## src/rtl/writeback_wd_mux_pkg.sv

```systemverilog
// Shared MemtoReg encodings and default datapath width for the write-back
// data selector and anything that drives or checks it.
package writeback_wd_mux_pkg;

   localparam int WD_WIDTH = 32;

   typedef enum logic [1:0] {
      SEL_AO   = 2'b00,
      SEL_MEM  = 2'b01,
      SEL_PC4  = 2'b10,
      SEL_RSVD = 2'b11
   } memtoreg_e;

endpackage

```

## src/rtl/writeback_wd_mux_if.sv

```systemverilog
// Write-back data bus: source operands and select in, selected/registered data out.
interface writeback_wd_mux_if
   import writeback_wd_mux_pkg::*;
#(
   parameter int WIDTH = WD_WIDTH
);
   logic [WIDTH-1:0] AO;
   logic [WIDTH-1:0] MemData;
   logic [WIDTH-1:0] PC4;
   logic [1:0]       MemtoReg;
   logic             wr_en;
   logic [WIDTH-1:0] wd;
   logic [WIDTH-1:0] wd_q;
   logic             wd_valid;
   logic             sel_err;

   modport master (
      output AO, MemData, PC4, MemtoReg, wr_en,
      input  wd, wd_q, wd_valid, sel_err
   );

   modport slave (
      input  AO, MemData, PC4, MemtoReg, wr_en,
      output wd, wd_q, wd_valid, sel_err
   );
endinterface

```

## src/rtl/writeback_wd_mux_wd_sel_comb.sv

```systemverilog
// Pure 3:1 write-data mux; the reserved code and any unknown select yield zero.
module wd_sel_comb
   import writeback_wd_mux_pkg::*;
#(
   parameter int WIDTH = WD_WIDTH
) (
   input  logic [WIDTH-1:0] AO,
   input  logic [WIDTH-1:0] MemData,
   input  logic [WIDTH-1:0] PC4,
   input  logic [1:0]       MemtoReg,
   output logic [WIDTH-1:0] wd
);

   always_comb begin
      wd = '0;
      case (MemtoReg)
         SEL_AO:  wd = AO;
         SEL_MEM: wd = MemData;
         SEL_PC4: wd = PC4;
         default: wd = '0;
      endcase
   end

endmodule

```

## src/rtl/writeback_wd_mux.sv

```systemverilog
// GRF write-data selector: combinational wd for the write port plus a
// registered trace copy, valid bit and sticky illegal-select flag.
module writeback_wd_mux
   import writeback_wd_mux_pkg::*;
#(
   parameter int WIDTH = WD_WIDTH   // must match the bus interface WIDTH
) (
   input  logic             clk,
   input  logic             reset,
   writeback_wd_mux_if.slave bus
);

   logic [WIDTH-1:0] wdSel;
   logic             illegalWr;

   wd_sel_comb #(.WIDTH(WIDTH)) uSel (
      .AO       (bus.AO),
      .MemData  (bus.MemData),
      .PC4      (bus.PC4),
      .MemtoReg (bus.MemtoReg),
      .wd       (wdSel)
   );

   assign bus.wd    = wdSel;
   assign illegalWr = bus.wr_en & (bus.MemtoReg == SEL_RSVD);

   // Trace copy only; the GRF itself consumes the zero-latency wd.
   always_ff @(posedge clk or negedge reset) begin
      if (!reset) begin
         bus.wd_q     <= '0;
         bus.wd_valid <= 1'b0;
         bus.sel_err  <= 1'b0;
      end else begin
         bus.wd_valid <= bus.wr_en;
         if (bus.wr_en) begin
            bus.wd_q <= wdSel;
         end
         bus.sel_err <= bus.sel_err | illegalWr;
      end
   end

endmodule

```

## src/flat_wrapper.sv

```systemverilog
// flat-port wrapper written by rule: the top's interface ports become plain ports
module writeback_wd_mux_flat import writeback_wd_mux_pkg::*;
#(
   parameter int WIDTH = WD_WIDTH                                        
)
  (clk, reset, bus_AO, bus_MemData, bus_PC4, bus_MemtoReg, bus_wr_en, bus_wd, bus_wd_q, bus_wd_valid, bus_sel_err);
  writeback_wd_mux_if #(.WIDTH(WIDTH)) bus_i ();
  input  logic clk;
  input  logic reset;
  input wire logic [$bits(bus_i.AO)-1:0] bus_AO;
  input wire logic [$bits(bus_i.MemData)-1:0] bus_MemData;
  input wire logic [$bits(bus_i.PC4)-1:0] bus_PC4;
  input wire logic [$bits(bus_i.MemtoReg)-1:0] bus_MemtoReg;
  input wire logic [$bits(bus_i.wr_en)-1:0] bus_wr_en;
  output wire logic [$bits(bus_i.wd)-1:0] bus_wd;
  output wire logic [$bits(bus_i.wd_q)-1:0] bus_wd_q;
  output wire logic [$bits(bus_i.wd_valid)-1:0] bus_wd_valid;
  output wire logic [$bits(bus_i.sel_err)-1:0] bus_sel_err;
  assign bus_i.AO = bus_AO;
  assign bus_i.MemData = bus_MemData;
  assign bus_i.PC4 = bus_PC4;
  assign bus_i.MemtoReg = bus_MemtoReg;
  assign bus_i.wr_en = bus_wr_en;
  assign bus_wd = bus_i.wd;
  assign bus_wd_q = bus_i.wd_q;
  assign bus_wd_valid = bus_i.wd_valid;
  assign bus_sel_err = bus_i.sel_err;
  writeback_wd_mux #(.WIDTH(WIDTH)) u_core (.clk(clk), .reset(reset), .bus(bus_i));
endmodule
```

## config.mk

```make
export PLATFORM = sky130hd
export DESIGN_NAME = writeback_wd_mux_flat
export DESIGN_NICKNAME = d
export VERILOG_FILES = /design/src/rtl/writeback_wd_mux_pkg.sv /design/src/rtl/writeback_wd_mux_if.sv /design/src/rtl/writeback_wd_mux_wd_sel_comb.sv /design/src/rtl/writeback_wd_mux.sv /design/src/flat_wrapper.sv
export SDC_FILE = /design/constraint.sdc
export NUM_CORES = 1
export LEC_CHECK = 0
export BUFFER_PORTS_ARGS = -buffer_cell sky130_fd_sc_hd__clkbuf_2
export CORE_ASPECT_RATIO = 1.5
export CORE_MARGIN = 5
export CORE_UTILIZATION = 40
export CTS_CLUSTER_DIAMETER = 60
export DETAILED_ROUTE_END_ITERATION = 8
export PLACE_DENSITY = 0.8
export SYNTH_ARGS = -nofsm -noshare
export SYNTH_HDL_FRONTEND = slang
export SYNTH_HIERARCHICAL = 1
export SYNTH_SLANG_ARGS = --single-unit
```

## constraint.sdc

```tcl
create_clock -name clk -period 1.45 [get_ports clk]
set_input_delay 0.29 -clock clk [delete_from_list [all_inputs] [get_ports clk]]
set_output_delay 0.29 -clock clk [all_outputs]
set_load 0.005 [all_outputs]
```

==> results_dict.tcl, run 1 <==
set metrics [dict create \
    status "finished clean" \
    wire_per_inst_um 17.0 \
    syn_area_sq_mm 0.00219 \
    multi_input_area_sq_mm 0.00120 \
    portBuffers 166 \
    finalClockSkew_ns 0 \
    critical_path_class "input port to primary output" \
    clock_latency_ns 0.27 \
    worstMarginPinSlew_ns 0.478 \
    timing.fmax_mhz 710 \
    gp_congestion 0.747 \
    final_nets 417 \
    clk_pin_slew_ns 0.06 \
    vias 1906 \
    num_rows 33 \
    tritoncts "done" \
    synthTopCellsByArea "dfrtp_1 39%, mux2_4 20%, mux2i_1 15%, o2bb2ai_1 8.8%, o2bb2ai_2 6.9%" \
    synth_cells 148 \
    diodes 0 \
    syn_nets 249 \
    hold_violations 0 \
    slew_headroom_pct 68.1 \
    first_pass_iters 4 \
    first_iter_violations 43 \
    slowest_delay_ns 0.18 \
    met1_usage_pct 18.2 \
    p_leak_uw 0.00179 \
    cp_slowest_cell "nor2b_4" \
    ys_types 13 \
    pin_count 167 \
    dieArea_sq_mm 0.00708 \
    stdcell_count 387 \
    worstSetupStartpointType "input port" \
    grt_pass1_vias 2109 \
    worstPathRequired_ns 1.16 \
    worstPathArrival_ns 1.12 \
    critPathMaxFanout 16 \
    netlist.area_leader.share_pct 38.9 \
    ant_nets 0 \
    finish.utilization_pct 60.2 \
    synth_warnings 6 \
    grt_pass1_wl_um 10100 \
    post-synth-top-area-cell "dfrtp_1" \
    power.density_mw_per_mm2 833 \
    setup-violations-final 0 \
    busiest_layer "met2" \
    drc 0 \
    cts_buffers 5 \
    die_w_um 70.4 \
    htreeDepth 2 \
    nFillCells 463 \
    die_h_um 101 \
    viasPerCell 4.93 \
    drive_gt1_share_pct 73.5 \
    grt_use_met2_pct 33.5 \
    finalCriticalPeriod_ns 1.41 \
    dp_hpwl_um 5170 \
    end_kind "primary output" \
    start_util_pct 40.4 \
    finalCritPeriodShare_pct 97.1 \
    antenna_found_initial 0 \
    routed_wl_um 6570 \
    grt-ovfl-total 0 \
    clock_sinks 34 \
    grt_use_total_pct 17.9 \
    ys_ff_latch 34 \
    core_sq_mm 0.00541 \
    syn_avg_cell_area_sq_um 14.8 \
    ff_latch_area_sq_um 851 \
    hp-class "input port to register" \
    met3_usage_pct 5.59 \
    stdcell_area_sq_mm 0.00326 \
    detailed_place.area_sq_mm 0.00307 \
    ir_drop_mv 0.767 \
    syn_to_final_growth_pct 49.0 \
    path_cells "clkbuf_8, nor2b_4, buf_12, o2bb2ai_1, clkbuf_2" \
    rsz0062_at_grt "true" \
    dp_cells 376 \
    grt_max_degree 35 \
    cap_violations 0 \
    slew_viol_final 0 \
    cts_root_buf "clkbuf_8" \
    ys_seq_area_share_pct 38.9 \
    cts_buffer_depth 2 \
]
-- through the flow --
step / hold slack [ns] / worst slack [ns] / total power, uW / TNS, ns
after CTS: 0.369 / 0.000262 / 2750 / 0
after global placement: 0.266 / 0.0210 / 1980 / 0
final: 0.380 / 0.0421 / 2710 / 0
after detailed placement: 0.272 / -0.0210 / 2010 / -0.0661
after global routing: 0.376 / -0.000689 / 2880 / -0.000689
after floorplan: -0.00559 / 0.153 / 1590 / 0
-- synthesized netlist by cell type --
cell and n:
buf_4 1, clkbuf_1 2, a31o_2 1, buf_12 3, dfrtp_1 34, mux2_2 3
o2bb2ai_1 22, nor2b_4 1, buf_2 1, buf_6 9, mux2i_1 32, mux2_4 29
o2bb2ai_2 10
-- area by class of cell --
cell class                 instances  area share [%]
multi-input combinational         98            36.7
tap                               70            2.69
sequential                        34            26.1
clock inverter                     1           0.154
clock buffer                       7            2.65
timing repair buffer             177            31.7
-- worst max-delay path: cells and delay by family --
family                 cells  cell delay [ns]
and+or+nand+nor            1             0.18
buffers and inverters      3             0.48
AOI/OAI and AO/OA          1             0.16
-- state kept, by name, summed over array words and instances (netlist names) --
signal and flops:
u_core/bus.wd_valid 1, u_core/bus.wd_q 32, u_core/bus.sel_err 1
-- cell families after synthesis --
family / share of synthesized area (%)
AO/OA/AOI/OAI: 16.1
buffers and inverters: 8.30
flip-flops: 38.9
multiplexers: 36.1
AND/OR/NAND/NOR: 0.629
-- layer usage --
layer	vias up	part of all wire, %
li1	907	-
met1	894	35
met2	94	56
met3	11	7.3
met4	0	1.7
met5	-	0
-- report_power, final --
| group | switching [uW] | total [uW] | internal, uW |
|---|---|---|---|
| combinational | 367 | 889 | 522 |
| clock | 312 | 695 | 383 |
| sequential | 65.2 | 1130 | 1070 |
-- cells in the final DEF (no fill, tap or decap) --
cell type      count
a31o_2             1
clkbuf_2         163
mux2i_4            1
nor2b_4            1
dlygate4sd3_1      1
buf_2              2
clkbuf_8           7
o2bb2ai_1         18
clkbuf_1           1
buf_12             7
clkinv_2           1
buf_4              2
dfrtp_1           34
buf_16             1
o2bb2ai_2         14
mux2_4            29
mux2i_2            1
mux2_2             3
mux2i_1           30
-- timing repair --
item	CTS	global route
hold buffers	1	0
setup endpoints to repair	5	9
pin swaps	3	3
gates cloned	1	0
gates resized for setup	2	10
hold endpoints to repair	16	0
setup buffers	1	0
-- worst paths after layout --
| kind | start | endpoint | slack [ns] | cells after the start |
|---|---|---|---|---|
| max | bus_MemtoReg[1] | bus_wd[17] | 0.04 | 5 |
| min | bus_MemData[5] | u_core/bus.wd_q[5] | 0.38 | 3 |
| max reg2reg | u_core/bus.wd_q[10] | u_core/bus.wd_q[10] | 0.66 | 1 |
| min reg2reg | u_core/bus.sel_err | u_core/bus.sel_err | 0.49 | 1 |
| max in group asynchronous | reset | u_core/bus.wd_q[24] | 0.49 | 3 |
| min in group asynchronous | reset | u_core/bus.wd_q[19] | 0.50 | 2 |
Power figures use the tool's default switching activity.
==> run 2, diff against run 1 <==
--- a/config.mk
+++ b/config.mk
@@ -8,11 +8,10 @@
 export BUFFER_PORTS_ARGS = -buffer_cell sky130_fd_sc_hd__clkbuf_2
 export CORE_ASPECT_RATIO = 1.5
 export CORE_MARGIN = 5
-export CORE_UTILIZATION = 40
+export CORE_UTILIZATION = 41
 export CTS_CLUSTER_DIAMETER = 60
 export DETAILED_ROUTE_END_ITERATION = 8
-export PLACE_DENSITY = 0.8
+export PLACE_DENSITY = 0.81
 export SYNTH_ARGS = -nofsm -noshare
 export SYNTH_HDL_FRONTEND = slang
-export SYNTH_HIERARCHICAL = 1
 export SYNTH_SLANG_ARGS = --single-unit
==> results_dict.tcl, run 2 <==
set metrics [dict create \
    status "complete, but fails checks" \
    violations "setup timing" \
    intPower_uw 1980 \
    post-synth-top-area-cell "dfrtp_1" \
    synth-edff-count 0 \
    ant_nets 0 \
    reg2reg_from "u_core.bus.wd_q[31]" \
    rsz0062_at_grt "true" \
    top_register "u_core.bus.wd_q" \
    worstPathRequired_ns 1.16 \
    core_sq_mm 0.00545 \
    p_sw_uw 855 \
    finalCritPeriodShare_pct 101 \
    dp_hpwl_um 6170 \
    power.density_mw_per_mm2 746 \
    synth_flop_cell "dfrtp_1" \
    fin_ws_ns -0.0193 \
    synth_cells 225 \
    clockPowerShare_pct 25.3 \
    clock_latency_ns 0.28 \
    start_util_pct 42.1 \
    worstMarginPinSlew_ns 0.462 \
    grt_pass1_wl_um 12800 \
    htreeDepth 2 \
    cts_buffers 5 \
    num_rows 33 \
    pwr-share-comb_pct 35.7 \
    antenna_found_initial 0 \
    first_pass_iters 4 \
    synth_warnings 0 \
    gp_congestion 0.780 \
    layout.cells.most_common_list "156 x clkbuf_2, 34 x dfrtp_1, 32 x inv_1, 32 x nand4b_1, 32 x o221ai_1" \
    hp-class "input port to register" \
    grt_pass1_vias 2735 \
    hp-start "bus_PC4[20]" \
    report.power.total_uw 2830 \
    dieArea_sq_mm 0.00722 \
    tritoncts "done" \
    portBuffers 166 \
    diodes 0 \
    clk_pin_slew_ns 0.07 \
    final_nets 515 \
    stdcell_count 485 \
    cp_slowest_cell "bufbuf_16" \
    hold_violations 0 \
    ys_types 14 \
    finalCriticalPeriod_ns 1.47 \
    worstPathArrival_ns 1.18 \
    whs_path_depth 3 \
    grt_max_degree 38 \
    end_kind "primary output" \
    critPathMaxFanout 9 \
    path_cells "clkbuf_16, bufbuf_16, mux2i_2, o2bb2ai_1, clkbuf_2" \
    slew_viol_final 0 \
    pre_cts_ws_ns -0.0659 \
    setup-violations-final 1 \
    die_h_um 102 \
    worstSetupStartpointType "input port" \
    largest_reg_flops 32 \
    tns_ns -0.0193 \
    top_regs "u_core.bus.wd_q (32), u_core.bus.sel_err (1), u_core.bus.wd_valid (1)" \
    pwr-share-seq_pct 39.0 \
    slowest_delay_ns 0.27 \
    rr_endpoint "u_core.bus.wd_q[31]" \
    first_iter_violations 124 \
    syn_area_sq_mm 0.00229 \
    rrSetupSlack_ns 0.75 \
    r2r_cells 2 \
    wire_per_inst_um 17.9 \
    pin_count 167 \
    ys_ff_latch 34 \
    ys_seq_area_share_pct 37.1 \
    async_reset_ff_share_pct 100 \
    vias 2673 \
    cts_root_buf "clkbuf_8" \
    cp.buffers_inverters 3 \
    netlist.area_leader.share_pct 37.1 \
    grt-ovfl-total 0 \
    dp_cells 469 \
    worstHoldEndpoint "u_core.bus.wd_q[20]" \
    ir_drop_mv 0.593 \
    yosysMostFrequentCell "dfrtp_1" \
    viasPerCell 5.51 \
    syn_nets 326 \
    routed_wl_um 8670 \
    drc 0 \
    synthTopCellsByArea "dfrtp_1 37%, mux2i_1 14%, nand4b_1 12%, o221ai_1 12%, o2bb2ai_1 12%" \
    timing.fmax_mhz 681 \
    cap_violations 0 \
    finalClockSkew_ns 0 \
    grt_use_total_pct 21.9 \
    cts_buffer_depth 2 \
    switching_share_pct 30.2 \
    critical_path_class "input port to primary output" \
    die_w_um 71.1 \
    critPathTopFamily "buffers and inverters" \
    final_common_cell "clkbuf_2" \
    syn_to_final_growth_pct 65.6 \
    syn_avg_cell_area_sq_um 10.2 \
    drive_gt1_share_pct 56.9 \
    p_leak_uw 0.00192 \
    slew_headroom_pct 69.2 \
    clock_sinks 34 \
]
[run 2: logic make-up after synthesis]
family	synth area share, %
simple gates	12.8
flops	37.1
mux	14.0
buf+inv	11.3
compound gates	24.8
[run 2: worst max-delay path by stage]
| stage | from | to | depth (start not counted) |
|---|---|---|---|
| 6_report | bus_MemtoReg[0] | bus_wd[24] | 5 |
| 5_1_grt | bus_MemtoReg[0] | bus_wd[24] | 5 |
| 4_1_cts | bus_MemtoReg[0] | bus_wd[24] | 5 |
| 3_5_place_dp | bus_MemtoReg[0] | bus_wd[3] | 5 |
| 3_3_place_gp | bus_MemtoReg[0] | bus_wd[13] | 5 |
| 2_1_floorplan | bus_MemtoReg[0] | bus_wd[11] | 4 |
[run 2: power groups by stage]
stage          Clock [uW]  Sequential, uW  Combinational, uW
2_1_floorplan           0            1130                365
3_3_place_gp            0            1120                875
3_5_place_dp            0            1120                900
4_1_cts               731            1100                958
5_1_grt               780            1120               1100
6_report              716            1100               1010
[run 2: final cells by class]
cell class / instances / area [sq um]
inverter: 32 / 120
clock inverter: 1 / 5.00
clock buffer: 7 / 86.3
fill: 470 / 1660
sequential: 34 / 851
tap: 70 / 87.6
multi-input combinational: 131 / 1290
timing repair buffer: 210 / 1360
[run 2: stage by stage]
step | instance area (sq um) | hold slack, ns | util (%)
global placement | 3410 | 0.245 | 62.5
floorplan | 2290 | -0.00559 | -
finish | 3790 | 0.295 | 69.6
detailed placement | 3410 | 0.257 | 62.5
global route | 3790 | 0.293 | 69.6
CTS | 3640 | 0.285 | 66.9
[run 2: tightest hold or removal path, delay by kind of cell]
family / cells / cell delay [ns]
AOI/OAI and AO/OA: 1 / 0.07
and+or+nand+nor: 1 / 0.08
buffers and inverters: 1 / 0.09
[run 2: timing repair]
| item | CTS | global route |
|---|---|---|
| hold buffers | 1 | 0 |
| endpoints found under the hold margin | 15 | 0 |
| gates cloned | 2 | 3 |
| pin swaps | 0 | 1 |
| setup endpoints to repair | 31 | 11 |
| resized for setup | 14 | 22 |
| setup buffers | 1 | 1 |
[run 2: routing by layer]
layer  part of all wire (%)  global-route usage, %  vias up
li1                       -                      -     1268
met1                     36                   25.0     1287
met2                     57                   41.1      106
met3                    5.8                   3.87       12
met4                    1.7                   6.80        0
met5                      0                      0        -
